File: config.mk
export PLATFORM = sky130hd
export DESIGN_NAME = uart_tx_scheduler
export DESIGN_NICKNAME = d
export VERILOG_FILES = /design/src/rtl/uart_tx_scheduler.sv
export SDC_FILE = /design/constraint.sdc
export NUM_CORES = 1
export LEC_CHECK = 0
export BUFFER_PORTS_ARGS = -buffer_cell sky130_fd_sc_hd__buf_2
export CAP_MARGIN = 10
export CORE_MARGIN = 2
export CORE_UTILIZATION = 45
export DETAILED_ROUTE_END_ITERATION = 10
export GPL_ROUTABILITY_DRIVEN = 1
export PLACE_DENSITY_LB_ADDON = 0.3
export SYNTH_ARGS = -nofsm -noshare
export SYNTH_HDL_FRONTEND = slang
export SYNTH_SLANG_ARGS = --single-unit
File: constraint.sdc
create_clock -name uart_clk -period 3.6 [get_ports uart_clk]
set_clock_uncertainty 0.1 [all_clocks]
set_input_delay 0.36 -clock uart_clk [delete_from_list [all_inputs] [get_ports uart_clk]]
set_output_delay 0.36 -clock uart_clk [all_outputs]
set_load 0.05 [all_outputs]
File: src/rtl/uart_tx_scheduler.sv
// uart_tx_scheduler: shares one UART transmitter between NUM_CH 8-bit status
// sources. A channel is queued when its byte differs from the last byte the
// UART accepted for it, or when the periodic refresh tick fires. Queued
// channels are served round-robin, one byte per grant, with a valid/ready
// handshake toward the UART.
//
// Ports:
//   uart_clk  - block clock (rising edge)
//   rst       - asynchronous active-high reset
//   ch_data   - source bytes, channel i at [8i+7:8i]
//   tx_ready  - UART accepts a byte this cycle
//   tx_valid  - tx_data/tx_id hold a byte offered to the UART
//   tx_data   - offered byte
//   tx_id     - channel index of tx_data
//   pending   - per-channel send-request flags
module uart_tx_scheduler #(
    parameter int unsigned NUM_CH         = 3,
    parameter int unsigned REFRESH_CYCLES = 1000000,
    parameter int unsigned ID_W           = 3
) (
    input  logic                     uart_clk,
    input  logic                     rst,
    input  logic [8*NUM_CH-1:0]      ch_data,
    input  logic                     tx_ready,
    output logic                     tx_valid,
    output logic [7:0]               tx_data,
    output logic [ID_W-1:0]          tx_id,
    output logic [NUM_CH-1:0]        pending
);

    localparam int unsigned DATA_W = 8;
    localparam int unsigned CNT_W  = 32;

    typedef enum logic {IDLE = 1'b0, SEND = 1'b1} state_t;

    state_t              state, state_d;
    logic [DATA_W-1:0]   shadow [NUM_CH];
    logic [NUM_CH-1:0]   diff;
    logic [NUM_CH-1:0]   pending_d;
    logic [CNT_W-1:0]    cnt;
    logic                tick;
    logic                accept;
    logic [ID_W-1:0]     rr_ptr, rr_ptr_d;
    logic [ID_W-1:0]     grant;
    logic [DATA_W-1:0]   grant_data;
    logic                grant_vld;
    int unsigned         idx;
    logic                tx_valid_d;
    logic [DATA_W-1:0]   tx_data_d;
    logic [ID_W-1:0]     tx_id_d;

    assign accept = (state == SEND) && tx_valid && tx_ready;

    // Refresh counter; frozen at zero when refresh is disabled.
    assign tick = (REFRESH_CYCLES != 0) && (cnt == CNT_W'(REFRESH_CYCLES - 1));

    always_ff @(posedge uart_clk or posedge rst) begin
        if (rst) begin
            cnt <= '0;
        end else if (tick) begin
            cnt <= '0;
        end else if (REFRESH_CYCLES != 0) begin
            cnt <= cnt + CNT_W'(1);
        end
    end

    // Channel differs from the last byte the UART took for it.
    always_comb begin
        diff = '0;
        for (int unsigned i = 0; i < NUM_CH; i++) begin
            diff[i] = (ch_data[DATA_W*i +: DATA_W] != shadow[i]);
        end
    end

    // Tick beats the accept-clear, which beats a diff against the stale shadow.
    always_comb begin
        pending_d = pending;
        for (int unsigned i = 0; i < NUM_CH; i++) begin
            if (tick) begin
                pending_d[i] = 1'b1;
            end else if (accept && (tx_id == ID_W'(i))) begin
                pending_d[i] = 1'b0;
            end else if (diff[i]) begin
                pending_d[i] = 1'b1;
            end
        end
    end

    always_ff @(posedge uart_clk or posedge rst) begin
        if (rst) begin
            pending <= '1;
        end else begin
            pending <= pending_d;
        end
    end

    // Shadow captures the byte on the cycle the UART accepts it.
    always_ff @(posedge uart_clk or posedge rst) begin
        if (rst) begin
            for (int unsigned i = 0; i < NUM_CH; i++) begin
                shadow[i] <= '0;
            end
        end else begin
            for (int unsigned i = 0; i < NUM_CH; i++) begin
                if (accept && (tx_id == ID_W'(i))) begin
                    shadow[i] <= tx_data;
                end
            end
        end
    end

    // Round-robin pick: first pending channel at offset 0.. from rr_ptr.
    always_comb begin
        grant      = '0;
        grant_data = '0;
        grant_vld  = 1'b0;
        idx        = 0;
        for (int unsigned k = 0; k < NUM_CH; k++) begin
            idx = 32'(rr_ptr) + k;
            if (idx >= NUM_CH) begin
                idx = idx - NUM_CH;
            end
            for (int unsigned j = 0; j < NUM_CH; j++) begin
                if (!grant_vld && pending[j] && (idx == j)) begin
                    grant      = ID_W'(j);
                    grant_data = ch_data[DATA_W*j +: DATA_W];
                    grant_vld  = 1'b1;
                end
            end
        end
    end

    // Next-state and next-output logic.
    always_comb begin
        state_d    = state;
        tx_valid_d = tx_valid;
        tx_data_d  = tx_data;
        tx_id_d    = tx_id;
        rr_ptr_d   = rr_ptr;
        case (state)
            IDLE: begin
                if (grant_vld) begin
                    tx_valid_d = 1'b1;
                    tx_data_d  = grant_data;
                    tx_id_d    = grant;
                    state_d    = SEND;
                end
            end
            SEND: begin
                if (accept) begin
                    tx_valid_d = 1'b0;
                    rr_ptr_d   = (tx_id == ID_W'(NUM_CH - 1)) ? '0 : tx_id + ID_W'(1);
                    state_d    = IDLE;
                end
            end
            default: begin
                state_d = IDLE;
            end
        endcase
    end

    always_ff @(posedge uart_clk or posedge rst) begin
        if (rst) begin
            state <= IDLE;
        end else begin
            state <= state_d;
        end
    end

    always_ff @(posedge uart_clk or posedge rst) begin
        if (rst) begin
            tx_valid <= 1'b0;
            tx_data  <= '0;
            tx_id    <= '0;
            rr_ptr   <= '0;
        end else begin
            tx_valid <= tx_valid_d;
            tx_data  <= tx_data_d;
            tx_id    <= tx_id_d;
            rr_ptr   <= rr_ptr_d;
        end
    end

endmodule

==> reports/metrics.yaml <==
crit_path_top_delay_cell: "dfrtp_1"
arrival_ns: 3.30
hold_path.class: "input pin to asynchronous set/reset pin"
grt_usage: 0.2004
die_x_um: 100.1
setup_violations: 0
setup-tns-final_ns: 0
yosysSeqAreaShare: 0.4468
grt_pass1_vias: 3150
r2r.worst_path.cells: 9
drt-vias-per-instance: 5.816
synth-edff-count: 0
async_reset_ff_frac: 1.000
start_util: 0.4559
final_nets: 471
synth_adder_area_share: 0.03314
ant_nets: 0
overflow: 0
clock_power_share: 0.170
tritoncts: "yes"
rows: 35
seqPwrFrac: 0.335
synth_top_family_by_area: "simple AND/OR/NAND/NOR gates"
holdBufCountCts: 0
syn_area_per_cell_um2: 10.70
syn_to_final_growth_pct: 12.11
cts_root_buf: "clkbuf_8"
relSlewSlack: 0.3351
grt_max_degree: 75
drc: 0
post-route-util: 0.5111
final_common_cell: "dfrtp_1"
worst_setup_path_end_kind: "register"
p_comb_frac: 0.495
fillCellCount: 839
ys_ff_latch: 74
dieArea_um2: 10010
power_density_nw_per_um2: 841.4
drive_gt1_frac: 0.2420
tightest_slew_ns: 0.9919
wl_per_cell_um: 16.96
htreeDepth: 3
p_sw_mw: 1.708
cp_cell_sequence: "inv_1, ha_1, or3b_1, a21boi_0, o31a_1, nand4bb_1, buf_4, o21ba_2, mux2_4"
muxShareOfSynthArea: 0.06870
slowest_delay_ns: 0.50
r2r-start: "rr_ptr[0]$_DFFE_PP0P_"
yosys_warnings: 0
placement.io_buffers: 40
hpwlAfterDp_um: 6704
reg2reg_slack_ns: 0.42
cp_data_required_time_ns: 3.72
cp_max_fo: 14
core_area_um2: 9109
drtIter0Drc: 252
num_vias: 3193
die_h_um: 100.1
wl_um: 9313
period_needed_ns: 3.181
drv_slew: 0
layout_common_cells: "dfrtp_1, buf_2, xnor2_1, nor2_1, nand2_1"
cts_buffers: 9
cts.reportedPaths.clkPinSlew_ns: 0.08
diodes: 0
status: "complete, no violations"
clock_path_buffers: 2
grt_pass1_wl_um: 15770
r2r-end: "tx_id[0]$_DFFE_PP0P_"
criticalPathCategory: "register to register"
drtPass1Iterations: 4
p_sw_frac: 0.4360
p_total_mw: 3.917
gp_congestion: 0.8202
hold_slack_ns: 0.1729
cts.sinks: 74
worstSkewPairLatency_ns: 0.35
synth_fp_nets: 426
max_freq_ghz: 0.3144
period_share: 0.8835
synth_compound_area_frac: 0.1223
cap_violations: 0
p_leak_nw: 1.966
ir_worst_vdd_v: 0.0004419
io_pins: 42
rsz0062_at_grt: "false"
syn_area_um2: 4153
hold_viol_final: 0
intPower_mw: 2.209
start_kind: "register"
synth_xor_area_frac: 0.1118
yosys.area_share.simple: 0.1922
post_cts_resized: 0
synth_flop_cell: "dfrtp_1"
cts_setup_buffers: 0
syn_inst: 388
antenna_found_initial: 0
yosysUniqueCellTypes: 68
[worst max-delay path, delay by kind of cell, from the launching register on]
kind,cells,cell delay (ns)
AO/OA/AOI/OAI,3,0.89
adder cells (fa/ha/maj),1,0.40
buffers and inverters,2,0.31
flip-flops,1,0.50
multiplexers,1,0.33
AND/OR/NAND/NOR,2,0.53
[stage by stage]
step | instances | area [µm²] | setup WS, ns
CTS | 549 | 4656 | 0.4545
global route | 549 | 4656 | 0.2200
global placement | 533 | 4452 | 0.6025
floorplan | 388 | 4153 | 0.8086
detailed placement | 533 | 4452 | 0.4992
finish | 549 | 4656 | 0.4195
[worst max path at each step]
| stage | to | start | cells after the start | slack (ns) |
|---|---|---|---|---|
| 6_report | tx_id[0]$_DFFE_PP0P_ | rr_ptr[0]$_DFFE_PP0P_ | 9 | 0.42 |
| 5_1_grt | tx_id[0]$_DFFE_PP0P_ | rr_ptr[0]$_DFFE_PP0P_ | 9 | 0.22 |
| 4_1_cts | tx_id[0]$_DFFE_PP0P_ | rr_ptr[0]$_DFFE_PP0P_ | 9 | 0.45 |
| 3_5_place_dp | tx_id[0]$_DFFE_PP0P_ | rr_ptr[0]$_DFFE_PP0P_ | 9 | 0.50 |
| 3_3_place_gp | tx_id[0]$_DFFE_PP0P_ | rr_ptr[0]$_DFFE_PP0P_ | 9 | 0.60 |
| 2_1_floorplan | tx_valid$_DFFE_PP0P_ | rr_ptr[0]$_DFFE_PP0P_ | 11 | 0.81 |
[synthesized netlist by cell type (2+ instances only)]
library cell	number	area (µm²)
nor2_1	28	105.1
ha_1	11	137.6
a21oi_1	10	50.05
clkbuf_1	5	18.77
o21ai_0	5	25.02
nor3_1	2	10.01
nand2b_1	2	12.51
nor4_1	6	37.54
nand3b_1	5	37.54
nor2b_1	8	50.05
and4_1	3	26.28
dfrtp_1	71	1777
nand4bb_1	2	22.52
or3b_1	2	17.52
a22oi_1	3	22.52
buf_4	2	15.01
xor2_1	18	157.7
a221oi_1	5	43.79
nand2_1	26	97.59
dfstp_2	3	78.83
o31a_1	2	17.52
nand4_1	10	62.56
a21boi_0	2	15.01
or3_1	2	12.51
and3_1	6	37.54
nor4b_1	5	43.79
xnor2_1	35	306.5
inv_1	8	30.03
o22ai_1	3	18.77
buf_6	2	22.52
o21ai_1	2	10.01
nand3_1	19	95.09
mux2_2	24	270.3
a31oi_1	8	50.05
a21o_1	5	37.54
a211oi_1	6	45.04
[cell type report]
cell class | instances | area, µm² | area share
multi-input combinational | 296 | 2197 | 0.4719
clock buffer | 11 | 141.4 | 0.03037
inverter | 8 | 30.03 | 0.006450
timing repair buffer | 44 | 230.2 | 0.04945
clock inverter | 5 | 62.56 | 0.01344
tap | 111 | 138.9 | 0.02983
sequential | 74 | 1856 | 0.3985
[flip-flops by register name (all words and copies together) (netlist names)]
register and count:
tx_id 2, tx_data 8, rr_ptr 3, pending 3
cnt 32, tx_valid 1, shadow 24, state 1
[layer usage]
metal	track usage	share of wire	wire length, µm	vias to the layer above
met2	0.3067	0.45	4221	83
met3	0.03969	0.044	414	12
li1	-	-	-	1494
met4	0.05269	0.014	132	0
met5	0	0	0	-
met1	0.2932	0.49	4544	1604
[logic make-up after synthesis]
family / after synthesis
multiplexers: 25
other: 1
flip-flops: 74
adder cells (fa/ha/maj): 11
buffers and inverters: 18
XOR/XNOR: 53
AO/OA/AOI/OAI: 66
AND/OR/NAND/NOR: 140
[power by group through the flow]
stage,Combinational [mW],Sequential (mW),Clock (mW)
3_3_place_gp,1.87,1.31,0
4_1_cts,1.93,1.31,0.677
3_5_place_dp,1.92,1.33,0
6_report,1.94,1.31,0.666
5_1_grt,2.10,1.35,0.714
2_1_floorplan,1.33,1.48,0
Power figures use the tool's default switching activity.
